### config.mk
export PLATFORM = sky130hd
export DESIGN_NAME = scope_ctrl
export DESIGN_NICKNAME = d
export VERILOG_FILES = /design/src/rtl/scope_ctrl.sv
export SDC_FILE = /design/constraint.sdc
export NUM_CORES = 1
export LEC_CHECK = 0
export ABC_AREA = 1
export CORE_AREA = 2 2 93 95
export DETAILED_ROUTE_END_ITERATION = 10
export DIE_AREA = 0 0 95 97
export PLACE_DENSITY_LB_ADDON = 0.2
export SLEW_MARGIN = 20
export SYNTH_ARGS = -nofsm -noshare
export SYNTH_HDL_FRONTEND = slang
export SYNTH_SLANG_ARGS = --single-unit
### constraint.sdc
create_clock -name clk -period 2.1 [get_ports clk]
set_input_delay 0.21 -clock clk [delete_from_list [all_inputs] [get_ports clk]]
set_output_delay 0.21 -clock clk [all_outputs]
set_load 0.005 [all_outputs]
### src/rtl/scope_ctrl.sv
// scope_ctrl: host command parser and capture/dump sequencer for the scope path.
// Parses UART command bytes into trigger configuration, arms the acquisition
// engine, then streams a sync byte plus the whole sample buffer to the UART.
//
// state    | meaning
// ---------+-------------------------------------------------------------
// S_IDLE   | waiting for ARM; config writes allowed
// S_ARMING | acq_start held high until the engine reports busy
// S_ACQ    | acquisition running; FORCE honoured; wait for busy to fall
// S_HDR    | send SYNC_BYTE once the transmitter is free
// S_RD     | one-cycle RAM read at rdaddress
// S_TX     | send ram_q once the transmitter is free, advance address/count
module scope_ctrl #(
    parameter int              AW              = 9,
    parameter logic [7:0]      DEFAULT_LEVEL   = 8'h80,
    parameter logic [AW-1:0]   DEFAULT_PRETRIG = AW'(256),
    parameter logic [7:0]      SYNC_BYTE       = 8'hA5
) (
    input  logic          clk,
    input  logic          rst,
    input  logic          rxd_data_ready,
    input  logic [7:0]    rxd_data,
    output logic          acq_start,
    input  logic          acq_busy,
    input  logic [AW-1:0] trig_addr,
    output logic          acq_abort,
    output logic          force_trig,
    output logic [7:0]    trig_level,
    output logic          trig_slope,
    output logic [AW-1:0] pretrig_depth,
    output logic [AW-1:0] rdaddress,
    output logic          rden,
    input  logic [7:0]    ram_q,
    output logic          txd_start,
    output logic [7:0]    txd_data,
    input  logic          txd_busy,
    output logic          busy,
    output logic          done
);

    localparam logic [7:0] OP_ARM     = 8'h01;
    localparam logic [7:0] OP_LEVEL   = 8'h02;
    localparam logic [7:0] OP_SLOPE   = 8'h03;
    localparam logic [7:0] OP_PRETRIG = 8'h04;
    localparam logic [7:0] OP_FORCE   = 8'h05;
    localparam logic [7:0] OP_ABORT   = 8'h06;

    // Terminal count: the whole buffer has been sent.
    localparam logic [AW:0] TERM = {1'b1, {AW{1'b0}}};

    typedef enum logic [1:0] {P_OP, P_ARG1, P_ARG2} pstate_t;
    typedef enum logic [2:0] {S_IDLE, S_ARMING, S_ACQ, S_HDR, S_RD, S_TX} state_t;

    pstate_t       pstate;
    state_t        state;
    logic [7:0]    opcode;
    logic [7:0]    arg_hi;
    logic [AW:0]   sample_cnt;

    logic          op_strobe;
    logic          arm_cmd;
    logic          abort_cmd;
    logic          force_cmd;
    logic          seq_idle;
    logic [AW-1:0] pre_value;

    // Single-byte commands only decode when the parser expects an opcode;
    // the same values arriving as arguments are just data.
    assign op_strobe = rxd_data_ready && (pstate == P_OP);
    assign arm_cmd   = op_strobe && (rxd_data == OP_ARM);
    assign abort_cmd = op_strobe && (rxd_data == OP_ABORT);
    assign force_cmd = op_strobe && (rxd_data == OP_FORCE);
    assign seq_idle  = (state == S_IDLE);
    assign pre_value = AW'({arg_hi, rxd_data});

    // Command parser and configuration registers; writes land only while idle.
    always_ff @(posedge clk) begin
        if (rst) begin
            pstate        <= P_OP;
            opcode        <= 8'h00;
            arg_hi        <= 8'h00;
            trig_level    <= DEFAULT_LEVEL;
            trig_slope    <= 1'b0;
            pretrig_depth <= DEFAULT_PRETRIG;
        end else if (rxd_data_ready) begin
            unique case (pstate)
                P_OP: begin
                    opcode <= rxd_data;
                    if (rxd_data == OP_LEVEL || rxd_data == OP_SLOPE ||
                        rxd_data == OP_PRETRIG)
                        pstate <= P_ARG1;
                end
                P_ARG1: begin
                    arg_hi <= rxd_data;
                    if (opcode == OP_PRETRIG) begin
                        pstate <= P_ARG2;
                    end else begin
                        pstate <= P_OP;
                        if (seq_idle && opcode == OP_LEVEL)
                            trig_level <= rxd_data;
                        if (seq_idle && opcode == OP_SLOPE)
                            trig_slope <= rxd_data[0];
                    end
                end
                P_ARG2: begin
                    pstate <= P_OP;
                    if (seq_idle)
                        pretrig_depth <= pre_value;
                end
                default: pstate <= P_OP;
            endcase
        end
    end

    // Capture/dump sequencer with registered handshake and transmit outputs.
    always_ff @(posedge clk) begin
        if (rst) begin
            state      <= S_IDLE;
            acq_start  <= 1'b0;
            acq_abort  <= 1'b0;
            force_trig <= 1'b0;
            rdaddress  <= '0;
            rden       <= 1'b0;
            txd_start  <= 1'b0;
            txd_data   <= 8'h00;
            busy       <= 1'b0;
            done       <= 1'b0;
            sample_cnt <= '0;
        end else begin
            acq_abort  <= 1'b0;
            force_trig <= 1'b0;
            txd_start  <= 1'b0;
            rden       <= 1'b0;
            // The final strobe leaves the counter at TERM, so done trails it by one cycle.
            done       <= txd_start && (sample_cnt == TERM);
            if (abort_cmd) begin
                state     <= S_IDLE;
                acq_abort <= 1'b1;
                acq_start <= 1'b0;
                busy      <= 1'b0;
            end else begin
                unique case (state)
                    S_IDLE: begin
                        if (arm_cmd) begin
                            state     <= S_ARMING;
                            acq_start <= 1'b1;
                            busy      <= 1'b1;
                        end
                    end
                    S_ARMING: begin
                        if (acq_busy) begin
                            state     <= S_ACQ;
                            acq_start <= 1'b0;
                        end
                    end
                    S_ACQ: begin
                        if (force_cmd)
                            force_trig <= 1'b1;
                        if (!acq_busy) begin
                            rdaddress  <= trig_addr - pretrig_depth;
                            sample_cnt <= '0;
                            state      <= S_HDR;
                        end
                    end
                    S_HDR: begin
                        if (!txd_busy) begin
                            txd_start <= 1'b1;
                            txd_data  <= SYNC_BYTE;
                            rden      <= 1'b1;
                            state     <= S_RD;
                        end
                    end
                    S_RD: begin
                        state <= S_TX;
                    end
                    S_TX: begin
                        if (!txd_busy) begin
                            txd_start  <= 1'b1;
                            txd_data   <= ram_q;
                            rdaddress  <= rdaddress + AW'(1);
                            sample_cnt <= sample_cnt + (AW+1)'(1);
                            if (sample_cnt == TERM - (AW+1)'(1)) begin
                                state <= S_IDLE;
                                busy  <= 1'b0;
                            end else begin
                                rden  <= 1'b1;
                                state <= S_RD;
                            end
                        end
                    end
                    default: state <= S_IDLE;
                endcase
            end
        end
    end

endmodule
==> results of run 1 <==
synthesized netlist by cell type (2+ instances only):
cell type / number / area [um^2]
sky130_fd_sc_hd__nor2_4: 2 / 22.52
sky130_fd_sc_hd__nand2_1: 140 / 525.5
sky130_fd_sc_hd__nor4_1: 2 / 12.51
sky130_fd_sc_hd__o211ai_1: 2 / 15.01
sky130_fd_sc_hd__nor2_1: 98 / 367.9
sky130_fd_sc_hd__nand3b_1: 4 / 30.03
sky130_fd_sc_hd__inv_1: 69 / 259.0
sky130_fd_sc_hd__xnor2_1: 4 / 35.03
sky130_fd_sc_hd__buf_6: 2 / 22.52
sky130_fd_sc_hd__nand4_1: 6 / 37.54
sky130_fd_sc_hd__o21ai_0: 32 / 160.2
sky130_fd_sc_hd__nand3_1: 30 / 150.1
sky130_fd_sc_hd__nand2_2: 2 / 12.51
sky130_fd_sc_hd__buf_2: 6 / 30.03
sky130_fd_sc_hd__or2_2: 3 / 18.77
sky130_fd_sc_hd__inv_2: 5 / 18.77
sky130_fd_sc_hd__xor2_1: 4 / 35.03
sky130_fd_sc_hd__dfxtp_1: 66 / 1321
sky130_fd_sc_hd__a21oi_1: 45 / 225.2
sky130_fd_sc_hd__ha_1: 11 / 137.6
sky130_fd_sc_hd__o21ai_1: 3 / 15.01
sky130_fd_sc_hd__nand4_2: 2 / 25.02
sky130_fd_sc_hd__nor3_1: 6 / 30.03
sky130_fd_sc_hd__clkbuf_1: 6 / 22.52
worst max-delay path, cell delays in order, from the launching register on:
cell,delay [ns]
sky130_fd_sc_hd__dfxtp_1,0.37
sky130_fd_sc_hd__ha_1,0.22
sky130_fd_sc_hd__fa_1,0.36
sky130_fd_sc_hd__inv_1,0.08
sky130_fd_sc_hd__nand2_1,0.07
sky130_fd_sc_hd__nand2_1,0.12
sky130_fd_sc_hd__nand3b_1,0.11
sky130_fd_sc_hd__a21oi_1,0.14
sky130_fd_sc_hd__nor2_1,0.06
sky130_fd_sc_hd__nor2_1,0.08
sky130_fd_sc_hd__nor2_1,0.04
per-layer routing:
layer | routed length (um) | vias to the layer above
li1 | - | 1925
met1 | 4175 | 1631
met2 | 4084 | 92
met3 | 419 | 18
met4 | 187 | 0
met5 | 0 | -
how the worst max path moves through the flow:
stage	startpoint	endpoint	slack, ns	depth (start not counted)
2_1_floorplan	pretrig_depth[0]	rdaddress[6]	0.54	10
3_3_place_gp	trig_addr[0]	rdaddress[6]	0.08	12
3_5_place_dp	trig_addr[0]	rdaddress[6]	0.02	12
4_1_cts	pretrig_depth[0]	rdaddress[6]	0.36	10
5_1_grt	pretrig_depth[0]	rdaddress[6]	0.22	10
6_report	pretrig_depth[0]	rdaddress[6]	0.36	10
cells by family (layout without fill, tap and decap cells):
group	Yosys count	after routing	share of synthesized area [%]
compound gates	85	85	12.14
xor+xnor	8	8	1.942
fa+ha+maj	12	12	4.370
buf+inv	90	175	10.09
flops	66	66	36.63
simple gates	298	298	34.82
report_power, final:
group / internal (mW) / switching [mW] / total, mW
clock: 0.617 / 0.513 / 1.13
combinational: 0.118 / 0.139 / 0.258
sequential: 1.27 / 0.0124 / 1.28
flip-flops by register name (all words and copies together), names as in the netlist:
register,count
acq_start,1
rdaddress,9
acq_abort,1
busy,1
txd_data,8
arg_hi,1
txd_start,1
pretrig_depth,9
done,1
state,3
trig_level,8
sample_cnt,10
opcode,8
force_trig,1
pstate,2
rden,1
trig_slope,1
metrics by stage:
stage / setup WS [ns] / hold slack (ns) / instances
2_1_floorplan: 0.5382 / 0.3449 / 559
3_3_place_gp: 0.07882 / 0.4386 / 733
3_5_place_dp: 0.02047 / 0.4444 / 733
4_1_cts: 0.3649 / 0.4092 / 749
5_1_grt: 0.2178 / 0.4243 / 749
6_report: 0.3592 / 0.4190 / 749
final cells by class:
cell class / instances / area share, %
Tap cell: 105 / 2.799
Timing Repair Buffer: 85 / 17.64
Clock buffer: 11 / 3.225
Clock inverter: 5 / 1.333
Sequential cell: 66 / 28.15
Multi-Input combinational cell: 403 / 40.94
Inverter: 74 / 5.917
==> flow_summary.html, run 1 <==
<table>
<tr><th>Metric</th><th>Value</th></tr>
<tr><th colspan="2">Finish</th></tr>
<tr><td>Number of antenna repair diodes</td><td>0</td></tr>
<tr><td>Share of the core filled with cells</td><td>roughly 58%</td></tr>
<tr><td>Proportion of layout cells with a drive suffix above 1</td><td>7.143%</td></tr>
<tr><td>Area added between synthesis and finish</td><td>30.14%</td></tr>
<tr><td>Sequential Area</td><td>1321 um^2</td></tr>
<tr><td>Area of combinational cells with multiple inputs</td><td>1922 um^2</td></tr>
<tr><td>Highest-count cells in the layout ignoring fill and taps</td><td>sky130_fd_sc_hd__nand2_1 (140), sky130_fd_sc_hd__nor2_1 (98), sky130_fd_sc_hd__clkdlybuf4s50_1 (71)</td></tr>
<tr><td>Cell area after layout</td><td>4695 um^2</td></tr>
<tr><td>Final net count</td><td>between 600 and 700</td></tr>
<tr><td>Filler Cells Inserted</td><td>a little under 800</td></tr>
<tr><td>Most common cell after layout, fill and taps aside</td><td>sky130_fd_sc_hd__nand2_1</td></tr>
<tr><th colspan="2">Die</th></tr>
<tr><td>FP Rows</td><td>33</td></tr>
<tr><td>Die Width</td><td>95 um</td></tr>
<tr><td>Initial core utilization</td><td>44.35%</td></tr>
<tr><td>Total core area</td><td>8134 um^2</td></tr>
<tr><td>Total I/O pin count</td><td>approximately 70</td></tr>
<tr><td>Die footprint</td><td>9215 um^2</td></tr>
<tr><td>Vertical die dimension</td><td>97 um</td></tr>
<tr><th colspan="2">STA</th></tr>
<tr><td>Hold Vio Cnt, Final</td><td>0</td></tr>
<tr><td>Post-route clock period utilization</td><td>82.90%</td></tr>
<tr><td>Final max-slew violation count</td><td>0</td></tr>
<tr><td>Highest achievable clock rate</td><td>about 570 MHz</td></tr>
<tr><td>Finish-stage setup viols</td><td>0</td></tr>
<tr><td>RSZ-0062 raised after global routing</td><td>no</td></tr>
<tr><td>Normalized max-slew margin</td><td>between 70 and 80%</td></tr>
<tr><td>Final worst clock skew</td><td>0.01147 ns</td></tr>
<tr><td>Final TNS setup</td><td>0 ns</td></tr>
<tr><td>Final period demand of the worst path</td><td>1.741 ns</td></tr>
<tr><td>Actual transition at the worst max-transition pin</td><td>between 0.4 and 0.5 ns</td></tr>
<tr><th colspan="2">Synthesis</th></tr>
<tr><td>Yosys warning total</td><td>0</td></tr>
<tr><td>Synthesized Nets</td><td>601</td></tr>
<tr><td>Mapped Avg Cell Area</td><td>6.453 um^2</td></tr>
<tr><td>Cell count after synthesis</td><td>roughly 560</td></tr>
<tr><td>Syn Std Cell Area</td><td>between 3000 and 4000 um^2</td></tr>
<tr><td>Number of library cell types mapped by synthesis</td><td>33</td></tr>
<tr><td>Fraction of synthesis flops using an asynchronous set or reset pin</td><td>0%</td></tr>
<tr><td>Number of flops mapped to enable cells by yosys</td><td>0</td></tr>
<tr><td>Primary FF master, synth</td><td>sky130_fd_sc_hd__dfxtp_1</td></tr>
<tr><td>Sequential share of the synthesized area</td><td>around 37%</td></tr>
<tr><td>Count of state elements after synthesis</td><td>66</td></tr>
<tr><th colspan="2">Route</th></tr>
<tr><td>DRT iter0 DRCs</td><td>127</td></tr>
<tr><td>Sum of routed wire length over all layers</td><td>8.867 mm</td></tr>
<tr><td>ANT nets after route</td><td>0</td></tr>
<tr><td>Number of iterations in the first detailed-routing pass</td><td>4</td></tr>
<tr><td>Vias per inst</td><td>4.895</td></tr>
<tr><td>Wirelength per Cell</td><td>11.84 um</td></tr>
<tr><td>Residual DRC</td><td>0</td></tr>
<tr><td>Total number of vias</td><td>3666</td></tr>
<tr><th colspan="2">GRT</th></tr>
<tr><td>Initial antenna violation count</td><td>0</td></tr>
<tr><td>GRT Util Overall</td><td>20.27%</td></tr>
<tr><td>Met3 track demand over resource in global routing</td><td>3.583%</td></tr>
<tr><td>Pin count of the biggest net entering global routing</td><td>24</td></tr>
<tr><td>Number of global-route vias before repair</td><td>between 3000 and 4000</td></tr>
<tr><td>Highest-utilization routing layer at the global route stage</td><td>met2</td></tr>
<tr><td>Met2 Resource Use GR</td><td>32.30%</td></tr>
<tr><td>Global-route wire length before repair</td><td>15.00 mm</td></tr>
<tr><td>Met1 track utilization from global routing</td><td>26.72%</td></tr>
<tr><td>Remaining global-route overflow</td><td>0</td></tr>
<tr><th colspan="2">Place</th></tr>
<tr><td>Count of input and output buffers</td><td>71</td></tr>
<tr><td>Dpl cell area</td><td>4481 um^2</td></tr>
<tr><td>Post-detail-place hpwl</td><td>6.715 mm</td></tr>
<tr><td>GPL Wtd Cong</td><td>0.9207</td></tr>
<tr><th colspan="2">Clock tree</th></tr>
<tr><td>Register clock-pin slew on the reported worst setup and hold paths</td><td>0.07 ns</td></tr>
<tr><td>Clock Latency Late Sink</td><td>0.35 ns</td></tr>
<tr><td>Maximum count of clock buffers along a single path</td><td>2</td></tr>
<tr><td>CTS sink count</td><td>66</td></tr>
<tr><td>H-Tree Level Count</td><td>3</td></tr>
<tr><td>Setup Fix Bufs, Post-CTS</td><td>0</td></tr>
<tr><td>Total of hold buffers inserted after clock tree synthesis</td><td>0</td></tr>
<tr><td>Root Buffer</td><td>sky130_fd_sc_hd__clkbuf_8</td></tr>
<tr><td>Inserted Clock Buffers</td><td>9</td></tr>
<tr><td>TritonCTS clock tree</td><td>built</td></tr>
<tr><td>Number of instances resized during post-cts repair</td><td>0</td></tr>
<tr><th colspan="2">Setup path</th></tr>
<tr><td>Critical path data required time</td><td>2.34 ns</td></tr>
<tr><td>Type of origin of the critical path</td><td>flip-flop</td></tr>
<tr><td>CP Data Arrival Time</td><td>1.98 ns</td></tr>
<tr><td>Start of the worst register-to-register path</td><td>pretrig_depth[0]</td></tr>
<tr><td>Destination of the worst register-to-register timing path</td><td>rdaddress[6]</td></tr>
<tr><td>Flop-to-flop setup slack</td><td>0.36 ns</td></tr>
<tr><td>Number of cells on the worst reg-to-reg path</td><td>10</td></tr>
<tr><td>Crit path max fanout</td><td>4</td></tr>
<tr><td>Type of the worst setup path</td><td>flip-flop to flip-flop</td></tr>
<tr><td>Critical Path End Type</td><td>flip-flop</td></tr>
<tr><th colspan="2">Power</th></tr>
<tr><td>IR Drop Worst-Case VDD</td><td>0.0004989 V</td></tr>
<tr><td>Total power divided by cell area</td><td>567.8 nW/um^2</td></tr>
<tr><td>Overall Power</td><td>2.666 mW</td></tr>
<tr><td>Leakage</td><td>between 1.5 and 2 nW</td></tr>
<tr><th colspan="2">Job</th></tr>
<tr><td>Maximum capacitance violations</td><td>0</td></tr>
<tr><th colspan="2">Min path</th></tr>
<tr><td>Type of the tightest min-delay check</td><td>primary input to flip-flop</td></tr>
<tr><td>Min-Delay Startpoint</td><td>ram_q[6]</td></tr>
<tr><td>Worst hold path stage count</td><td>3</td></tr>
<tr><td>Sink of the worst hold path</td><td>txd_data[6]</td></tr>
<tr><th colspan="2">Run status</th></tr>
<tr><td>Result of the run</td><td>finished clean</td></tr>
</table>
Note: power is estimated with default switching activity, not from simulation.
==> run 2: changes to the inputs <==
- clock period: 2.1 -> 1.5 ns (I/O delays scaled with it)
==> flow_summary.html, run 2 (synthesis results as in run 1) <==
<table>
<tr><th>Metric</th><th>Value</th></tr>
<tr><th colspan="2">Run status</th></tr>
<tr><td>Result of the run</td><td>finished with violations</td></tr>
<tr><td>Violated checks</td><td>negative setup slack</td></tr>
<tr><th colspan="2">Place</th></tr>
<tr><td>GPL Wtd Cong</td><td>0.9037 (-1.8%)</td></tr>
<tr><td>Dpl cell area</td><td>4795 um^2 (+7.0%)</td></tr>
<tr><td>Count of input and output buffers</td><td>71 (unchanged)</td></tr>
<tr><td>Cell count after placement</td><td>767 (+4.6%)</td></tr>
<tr><td>Post-detail-place hpwl</td><td>7.181 mm (+6.9%)</td></tr>
<tr><th colspan="2">STA</th></tr>
<tr><td>Hold Vio Cnt, Final</td><td>0 (unchanged)</td></tr>
<tr><td>Final period demand of the worst path</td><td>1.560 ns (-0.1807 ns)</td></tr>
<tr><td>Final max-slew violation count</td><td>0 (unchanged)</td></tr>
<tr><td>Final TNS setup</td><td>-0.06184 ns (-0.06184 ns)</td></tr>
<tr><td>Normalized max-slew margin</td><td>81.14% (+9.1 points)</td></tr>
<tr><td>RSZ-0062 raised after global routing</td><td>yes</td></tr>
<tr><td>Highest achievable clock rate</td><td>641.0 MHz (+12%)</td></tr>
<tr><td>Post-route clock period utilization</td><td>104.0% (+21 points)</td></tr>
<tr><td>Final setup slack of the worst path</td><td>-0.06008 ns (-0.4193 ns)</td></tr>
<tr><td>Actual transition at the worst max-transition pin</td><td>0.2823 ns (-0.1345 ns)</td></tr>
<tr><td>Finish-stage setup viols</td><td>2 (+2)</td></tr>
<tr><td>Min Hold Slack</td><td>0.3700 ns (-0.04902 ns)</td></tr>
<tr><td>Final worst clock skew</td><td>0.009574 ns (-0.001899 ns)</td></tr>
<tr><th colspan="2">Route</th></tr>
<tr><td>Sum of routed wire length over all layers</td><td>9.990 mm (+13%)</td></tr>
<tr><td>Vias per inst</td><td>4.898 (about the same)</td></tr>
<tr><td>ANT nets after route</td><td>0 (unchanged)</td></tr>
<tr><td>Number of iterations in the first detailed-routing pass</td><td>5 (+1)</td></tr>
<tr><td>DRT iter0 DRCs</td><td>113 (-11%)</td></tr>
<tr><td>Total number of vias</td><td>3860 (+5.3%)</td></tr>
<tr><td>Wirelength per Cell</td><td>12.68 um (+7.1%)</td></tr>
<tr><td>Residual DRC</td><td>0 (unchanged)</td></tr>
<tr><th colspan="2">Power</th></tr>
<tr><td>Leakage</td><td>2.255 nW (+14%)</td></tr>
<tr><td>IR Drop Worst-Case VDD</td><td>0.0004922 V (-1.3%)</td></tr>
<tr><td>Total power divided by cell area</td><td>768.3 nW/um^2 (+35%)</td></tr>
<tr><td>Overall Power</td><td>4.103 mW (+54%)</td></tr>
<tr><th colspan="2">Finish</th></tr>
<tr><td>Biggest regs</td><td>sample_cnt x10, pretrig_depth x9, rdaddress x9</td></tr>
<tr><td>Cell area after layout</td><td>5340 um^2 (+14%)</td></tr>
<tr><td>Largest register FFs</td><td>10 (unchanged)</td></tr>
<tr><td>Final net count</td><td>720 (+5.7%)</td></tr>
<tr><td>Most common cell after layout, fill and taps aside</td><td>sky130_fd_sc_hd__nand2_1</td></tr>
<tr><td>Proportion of layout cells with a drive suffix above 1</td><td>19.77% (+13 points)</td></tr>
<tr><td>Area added between synthesis and finish</td><td>48.04%</td></tr>
<tr><td>Top register by number of flip-flops</td><td>sample_cnt</td></tr>
<tr><td>Fin cells</td><td>788 (+5.2%)</td></tr>
<tr><td>Highest-count cells in the layout ignoring fill and taps</td><td>sky130_fd_sc_hd__nand2_1 (132), sky130_fd_sc_hd__nor2_1 (89), sky130_fd_sc_hd__clkdlybuf4s50_1 (71)</td></tr>
<tr><td>Number of antenna repair diodes</td><td>0 (unchanged)</td></tr>
<tr><th colspan="2">Setup path</th></tr>
<tr><td>Critical Path End Type</td><td>flip-flop</td></tr>
<tr><td>Crit path max fanout</td><td>4 (unchanged)</td></tr>
<tr><td>Crit-path max cell delay</td><td>0.35 ns (-0.02 ns)</td></tr>
<tr><td>Type of origin of the critical path</td><td>flip-flop</td></tr>
<tr><td>Number of buffer and inverter instances along the worst setup path</td><td>1 (unchanged)</td></tr>
<tr><td>Critical path data required time</td><td>1.73 ns (-0.61 ns)</td></tr>
<tr><td>Type of the worst setup path</td><td>flip-flop to flip-flop</td></tr>
<tr><td>CP delay by family, top</td><td>adder cells</td></tr>
<tr><td>CP Data Arrival Time</td><td>1.79 ns (-0.19 ns)</td></tr>
<tr><td>Critical path's slowest cell</td><td>sky130_fd_sc_hd__dfxtp_2</td></tr>
<tr><td>Most frequent CP cell</td><td>sky130_fd_sc_hd__nor2_1</td></tr>
<tr><td>Cells along the critical path</td><td>ha_4 -&gt; fa_2 -&gt; inv_2 -&gt; nand2_2 -&gt; nand2_2 -&gt; nand3b_1 -&gt; a21oi_2 -&gt; nor2_1 -&gt; nor2_1 -&gt; nor2_1</td></tr>
<tr><th colspan="2">Clock tree</th></tr>
<tr><td>Root Buffer</td><td>sky130_fd_sc_hd__clkbuf_8</td></tr>
<tr><td>CTS sink count</td><td>66 (unchanged)</td></tr>
<tr><td>Maximum count of clock buffers along a single path</td><td>2 (unchanged)</td></tr>
<tr><td>Inserted Clock Buffers</td><td>9 (unchanged)</td></tr>
<tr><td>H-Tree Level Count</td><td>3 (unchanged)</td></tr>
<tr><td>Register clock-pin slew on the reported worst setup and hold paths</td><td>0.08 ns (about the same)</td></tr>
<tr><td>Clock Latency Late Sink</td><td>0.34 ns (about the same)</td></tr>
<tr><td>TritonCTS clock tree</td><td>built</td></tr>
<tr><th colspan="2">Die</th></tr>
<tr><td>Total I/O pin count</td><td>72 (unchanged)</td></tr>
<tr><td>FP Rows</td><td>33 (unchanged)</td></tr>
<tr><td>Vertical die dimension</td><td>97 um (unchanged)</td></tr>
<tr><td>Total core area</td><td>8134 um^2 (unchanged)</td></tr>
<tr><td>Die footprint</td><td>9215 um^2 (unchanged)</td></tr>
<tr><td>Die Width</td><td>95 um (unchanged)</td></tr>
<tr><td>Initial core utilization</td><td>44.35% (unchanged)</td></tr>
<tr><th colspan="2">GRT</th></tr>
<tr><td>GRT Util Overall</td><td>20.57% (+0.30 points)</td></tr>
<tr><td>Pin count of the biggest net entering global routing</td><td>33 (+38%)</td></tr>
<tr><td>Initial antenna violation count</td><td>0 (unchanged)</td></tr>
<tr><td>Remaining global-route overflow</td><td>0 (unchanged)</td></tr>
<tr><td>Global-route wire length before repair</td><td>15.37 mm (+2.4%)</td></tr>
<tr><td>Number of global-route vias before repair</td><td>3442 (+2.9%)</td></tr>
<tr><th colspan="2">Min path</th></tr>
<tr><td>Type of the tightest min-delay check</td><td>primary input to flip-flop</td></tr>
<tr><th colspan="2">Job</th></tr>
<tr><td>Maximum capacitance violations</td><td>0 (unchanged)</td></tr>
</table>
-- run 2: per-layer routing --
layer / global-route usage [%] / wire length, um
met4: 4.682 / 128
met3: 3.972 / 338
met1: 25.68 / 4526
met5: 0 / 0
met2: 36.12 / 4996
-- run 2: worst paths after layout --
kind / cells after the start / startpoint / slack (ns) / end
setup reg to reg: 10 / pretrig_depth[0] / -0.06 / rdaddress[6]
setup / recovery: 10 / pretrig_depth[0] / -0.06 / rdaddress[6]
hold reg to reg: 2 / opcode[4] / 0.46 / opcode[4]
hold / removal: 3 / ram_q[3] / 0.37 / txd_data[3]
-- run 2: timing repair --
item                                    in CTS  in global routing
setup buffers                                0                  2
cloned                                       0                  3
pin swaps                                    2                  6
gates resized for setup                      9                 52
endpoints found under the setup margin      17                 47
hold buffers                                 0                  0
-- run 2: area by class of cell --
type	count	area (um^2)
inverters	74	285.3
fillers	698	2794
multi-input cells	404	2138
well taps	105	131.4
flip-flops and latches	66	1346
clock inverters	7	125.1
repair buffers	123	1190
clock buffers	9	123.9
-- run 2: power breakdown --
part	internal, mW	switching (mW)
clock network	1.12	0.735
logic	0.227	0.233
registers	1.77	0.0196
-- run 2: worst min-delay path: stages --
cell                              delay, ns
sky130_fd_sc_hd__clkdlybuf4s50_1       0.40
sky130_fd_sc_hd__nand2_1               0.06
sky130_fd_sc_hd__a21oi_1               0.05
-- run 2: stage by stage --
step	setup WS (ns)	utilization, %
CTS	-0.06055	62.51
global placement	-0.3918	58.94
detailed placement	-0.4097	58.94
global route	-0.1534	65.65
floorplan	0.004984	-
finish	-0.06008	65.65
==> run 3: changes to the inputs <==
- ABC_AREA: 1 -> unset
- CORE_AREA: 2 2 93 95 -> 2 2 90 92
- DIE_AREA: 0 0 95 97 -> 0 0 92 94
- HOLD_SLACK_MARGIN: unset -> 0.06
==> flow_summary.html, run 3 <==
<table>
<tr><th>Metric</th><th>Value</th></tr>
<tr><th colspan="2">Run status</th></tr>
<tr><td>Result of the run</td><td>finished with violations</td></tr>
<tr><td>Violated checks</td><td>negative setup slack</td></tr>
<tr><th colspan="2">Finish</th></tr>
<tr><td>Number of antenna repair diodes</td><td>0 (unchanged)</td></tr>
<tr><td>Biggest regs</td><td>sample_cnt x10, pretrig_depth x9, rdaddress x9</td></tr>
<tr><td>Filler Cells Inserted</td><td>589 (-16%)</td></tr>
<tr><td>Most common cell after layout, fill and taps aside</td><td>sky130_fd_sc_hd__buf_4</td></tr>
<tr><td>Cell area after layout</td><td>5329 um^2 (-0.21%)</td></tr>
<tr><td>Final net count</td><td>581 (-19%)</td></tr>
<tr><td>Proportion of layout cells with a drive suffix above 1</td><td>31.99% (+12 points)</td></tr>
<tr><td>Top register by number of flip-flops</td><td>sample_cnt</td></tr>
<tr><td>Largest register FFs</td><td>10 (unchanged)</td></tr>
<tr><td>Highest-count cells in the layout ignoring fill and taps</td><td>sky130_fd_sc_hd__buf_4 (69), sky130_fd_sc_hd__clkdlybuf4s50_1 (64), sky130_fd_sc_hd__dfxtp_1 (54)</td></tr>
<tr><td>Area added between synthesis and finish</td><td>57.62%</td></tr>
<tr><th colspan="2">Setup path</th></tr>
<tr><td>Critical Path End Type</td><td>flip-flop</td></tr>
<tr><td>Crit path max fanout</td><td>8 (+4)</td></tr>
<tr><td>Type of origin of the critical path</td><td>flip-flop</td></tr>
<tr><td>Crit-path max cell delay</td><td>0.54 ns (+0.19 ns)</td></tr>
<tr><td>Number of buffer and inverter instances along the worst setup path</td><td>1 (unchanged)</td></tr>
<tr><td>Cells along the critical path</td><td>or4_4 -&gt; nor3_4 -&gt; and4b_2 -&gt; buf_12 -&gt; mux2i_1 -&gt; nor2_1</td></tr>
<tr><td>Critical path's slowest cell</td><td>sky130_fd_sc_hd__or4_4</td></tr>
<tr><td>Type of the worst setup path</td><td>flip-flop to flip-flop</td></tr>
<tr><td>CP delay by family, top</td><td>simple AND/OR/NAND/NOR gates</td></tr>
<tr><td>Critical path data required time</td><td>1.74 ns (about the same)</td></tr>
<tr><td>CP Data Arrival Time</td><td>2.08 ns (+0.29 ns)</td></tr>
<tr><th colspan="2">Synthesis</th></tr>
<tr><td>Number of library cell types mapped by synthesis</td><td>66 (+100%)</td></tr>
<tr><td>Top cells by area in the synthesized netlist</td><td>sky130_fd_sc_hd__dfxtp_1 (39%), sky130_fd_sc_hd__nor2_1 (5.9%), sky130_fd_sc_hd__mux2i_1 (5.6%)</td></tr>
<tr><td>Fraction of synthesis flops using an asynchronous set or reset pin</td><td>0% (unchanged)</td></tr>
<tr><td>Mapped Avg Cell Area</td><td>8.669 um^2 (+34%)</td></tr>
<tr><td>Sequential share of the synthesized area</td><td>39.08% (+2.5 points)</td></tr>
<tr><td>Yosys warning total</td><td>0 (unchanged)</td></tr>
<tr><td>Synthesized Nets</td><td>432 (-28%)</td></tr>
<tr><td>Number of flops mapped to enable cells by yosys</td><td>0 (unchanged)</td></tr>
<tr><td>Primary FF master, synth</td><td>sky130_fd_sc_hd__dfxtp_1</td></tr>
<tr><td>Count of state elements after synthesis</td><td>66 (unchanged)</td></tr>
<tr><td>Syn Std Cell Area</td><td>3381 um^2 (-6.3%)</td></tr>
<tr><td>Most frequent cell after synthesis</td><td>sky130_fd_sc_hd__dfxtp_1</td></tr>
<tr><td>Biggest area consumer among synthesized cells</td><td>sky130_fd_sc_hd__dfxtp_1</td></tr>
<tr><td>Most instantiated cells after synthesis</td><td>sky130_fd_sc_hd__dfxtp_1 (66), sky130_fd_sc_hd__nor2_1 (53), sky130_fd_sc_hd__nand2_1 (30)</td></tr>
<tr><td>Cell count after synthesis</td><td>390 (-30%)</td></tr>
<tr><td>Fraction of post-synthesis cell area in the top cell type by area</td><td>39.08% (+2.5 points)</td></tr>
<tr><th colspan="2">Clock tree</th></tr>
<tr><td>Maximum count of clock buffers along a single path</td><td>2 (unchanged)</td></tr>
<tr><td>TritonCTS clock tree</td><td>built</td></tr>
<tr><td>Clock Latency Late Sink</td><td>0.35 ns (about the same)</td></tr>
<tr><td>Inserted Clock Buffers</td><td>9 (unchanged)</td></tr>
<tr><td>H-Tree Level Count</td><td>3 (unchanged)</td></tr>
<tr><td>Register clock-pin slew on the reported worst setup and hold paths</td><td>0.08 ns (about the same)</td></tr>
<tr><td>CTS sink count</td><td>66 (unchanged)</td></tr>
<tr><td>Total of hold buffers inserted after clock tree synthesis</td><td>0 (unchanged)</td></tr>
<tr><td>Root Buffer</td><td>sky130_fd_sc_hd__clkbuf_8</td></tr>
<tr><th colspan="2">Place</th></tr>
<tr><td>Count of input and output buffers</td><td>71 (unchanged)</td></tr>
<tr><td>Dpl cell area</td><td>4663 um^2 (-2.7%)</td></tr>
<tr><td>GPL Wtd Cong</td><td>0.7758 (-14%)</td></tr>
<tr><td>Post-detail-place hpwl</td><td>6.757 mm (-5.9%)</td></tr>
<tr><th colspan="2">GRT</th></tr>
<tr><td>Met1 track utilization from global routing</td><td>28.42% (+2.7 points)</td></tr>
<tr><td>GRT Util Overall</td><td>22.99% (+2.4 points)</td></tr>
<tr><td>Initial antenna violation count</td><td>0 (unchanged)</td></tr>
<tr><td>Highest-utilization routing layer at the global route stage</td><td>met2</td></tr>
<tr><td>Met2 Resource Use GR</td><td>39.64% (+3.5 points)</td></tr>
<tr><td>Global-route wire length before repair</td><td>15.82 mm (+3.0%)</td></tr>
<tr><td>Remaining global-route overflow</td><td>0 (unchanged)</td></tr>
<tr><td>Pin count of the biggest net entering global routing</td><td>31 (-6.1%)</td></tr>
<tr><td>Met3 track demand over resource in global routing</td><td>6.100% (+2.1 points)</td></tr>
<tr><td>Number of global-route vias before repair</td><td>3339 (-3.0%)</td></tr>
<tr><th colspan="2">STA</th></tr>
<tr><td>Post-route clock period utilization</td><td>122.9% (+19 points)</td></tr>
<tr><td>RSZ-0062 raised after global routing</td><td>yes</td></tr>
<tr><td>Normalized max-slew margin</td><td>71.08% (-10 points)</td></tr>
<tr><td>Final TNS setup</td><td>-12.68 ns (-12.61 ns)</td></tr>
<tr><td>Hold Vio Cnt, Final</td><td>0 (unchanged)</td></tr>
<tr><td>Final setup slack of the worst path</td><td>-0.3430 ns (-0.2829 ns)</td></tr>
<tr><td>Finish-stage setup viols</td><td>55 (+53)</td></tr>
<tr><td>Final max-slew violation count</td><td>0 (unchanged)</td></tr>
<tr><td>Highest achievable clock rate</td><td>542.6 MHz (-15%)</td></tr>
<tr><td>Actual transition at the worst max-transition pin</td><td>0.4338 ns (+0.1515 ns)</td></tr>
<tr><td>Final period demand of the worst path</td><td>1.843 ns (+0.2829 ns)</td></tr>
<tr><td>Final worst clock skew</td><td>0.006895 ns (-0.002680 ns)</td></tr>
<tr><th colspan="2">Power</th></tr>
<tr><td>IR Drop Worst-Case VDD</td><td>0.0006057 V (+23%)</td></tr>
<tr><td>Leakage</td><td>2.044 nW (-9.4%)</td></tr>
<tr><td>Total power divided by cell area</td><td>722.9 nW/um^2 (-5.9%)</td></tr>
<tr><th colspan="2">Route</th></tr>
<tr><td>DRT iter0 DRCs</td><td>145 (+28%)</td></tr>
<tr><td>Residual DRC</td><td>0 (unchanged)</td></tr>
<tr><td>Sum of routed wire length over all layers</td><td>9.810 mm (-1.8%)</td></tr>
<tr><td>ANT nets after route</td><td>0 (unchanged)</td></tr>
<tr><td>Vias per inst</td><td>5.333 (+8.9%)</td></tr>
<tr><td>Wirelength per Cell</td><td>15.19 um (+20%)</td></tr>
<tr><td>Number of iterations in the first detailed-routing pass</td><td>4 (-1)</td></tr>
<tr><td>Total number of vias</td><td>3445 (-11%)</td></tr>
<tr><th colspan="2">Die</th></tr>
<tr><td>Die footprint</td><td>8648 um^2 (-6.2%)</td></tr>
<tr><td>Total I/O pin count</td><td>72 (unchanged)</td></tr>
<tr><td>Vertical die dimension</td><td>94 um (-3.1%)</td></tr>
<tr><td>Initial core utilization</td><td>44.44% (+0.094 points)</td></tr>
<tr><td>FP Rows</td><td>32 (-3.0%)</td></tr>
<tr><td>Total core area</td><td>7607 um^2 (-6.5%)</td></tr>
<tr><td>Die Width</td><td>92 um (-3.2%)</td></tr>
<tr><th colspan="2">Min path</th></tr>
<tr><td>Type of the tightest min-delay check</td><td>primary input to flip-flop</td></tr>
<tr><th colspan="2">Job</th></tr>
<tr><td>Maximum capacitance violations</td><td>0 (unchanged)</td></tr>
</table>
-- run 3: changes by cell type after synthesis, moves of 6 or more --
cell	delta
sky130_fd_sc_hd__o21ai_0	-23
sky130_fd_sc_hd__nor2_1	-45
sky130_fd_sc_hd__a21oi_1	-19
sky130_fd_sc_hd__xnor2_1	+8
sky130_fd_sc_hd__inv_1	-53
sky130_fd_sc_hd__nand3_1	-21
sky130_fd_sc_hd__nor2b_1	+6
sky130_fd_sc_hd__nor3_1	+12
sky130_fd_sc_hd__nand2_1	-110
sky130_fd_sc_hd__mux2i_1	+19
-- run 3: worst paths after layout --
kind | end | from | cells past startpoint | slack, ns
max | trig_level[6] | opcode[3] | 6 | -0.34
min | trig_level[4] | rxd_data[4] | 4 | 0.20
max reg2reg | trig_level[6] | opcode[3] | 6 | -0.34
min reg2reg | opcode[3] | opcode[3] | 2 | 0.46
-- run 3: worst reg2reg max path: stages (launching register included) --
cell                      delay, ns
sky130_fd_sc_hd__dfxtp_2       0.32
sky130_fd_sc_hd__or4_4         0.54
sky130_fd_sc_hd__nor3_4        0.15
sky130_fd_sc_hd__and4b_2       0.32
sky130_fd_sc_hd__buf_12        0.15
sky130_fd_sc_hd__mux2i_1       0.19
sky130_fd_sc_hd__nor2_1        0.06
-- run 3: logic make-up after synthesis --
logic type	after synthesis	synth area share, %
AOI/OAI and AO/OA	73	13.92
xor gates and xnor gates	13	3.368
adders and majority gates	12	4.663
buffers and inverters	36	5.922
DFF	66	39.08
muxes	19	5.625
and+or+nand+nor	171	27.43
-- run 3: repair_timing --
| item | 4_1_cts | 5_1_grt |
|---|---|---|
| pin swaps | 15 | 24 |
| setup buffers | 11 | 7 |
| setup endpoints to repair | 55 | 62 |
| resized for setup | 58 | 33 |
| cloned | 4 | 0 |
-- run 3: layout make-up --
type                            count  area, um^2  share of cell area, %
Clock inverter                      7       102.6                  1.925
Multi-Input combinational cell    289        2106                  39.52
Timing Repair Buffer              157        1473                  27.64
Inverter                           16       60.06                  1.127
Tap cell                          102       127.6                  2.395
Clock buffer                        9       123.9                  2.324
Sequential cell                    66        1336                  25.08
-- run 3: report_power, final --
part | total [mW] | internal (mW) | switching (mW)
registers | 1.77 | 1.76 | 0.00878
clock network | 1.72 | 0.952 | 0.770
logic | 0.359 | 0.192 | 0.167
-- run 3: metal layers --
metal | vias up | wire length (um)
li1 | 1692 | -
met1 | 1642 | 4327
met2 | 98 | 4788
met3 | 13 | 562
met4 | 0 | 131
met5 | - | 0
-- run 3: stage by stage --
step                hold WS, ns  instances  util, %  setup slack, ns  power [mW]
floorplan                0.2679        390        -          -0.3846       1.967
global placement         0.4396        615    61.30          -0.6991       2.133
detailed placement       0.4489        615    61.30          -0.7834       2.138
CTS                      0.1946        642    68.27          -0.3843       3.861
global route             0.1966        646    70.05          -0.4281       4.004
finish                   0.2023        646    70.05          -0.3430       3.852
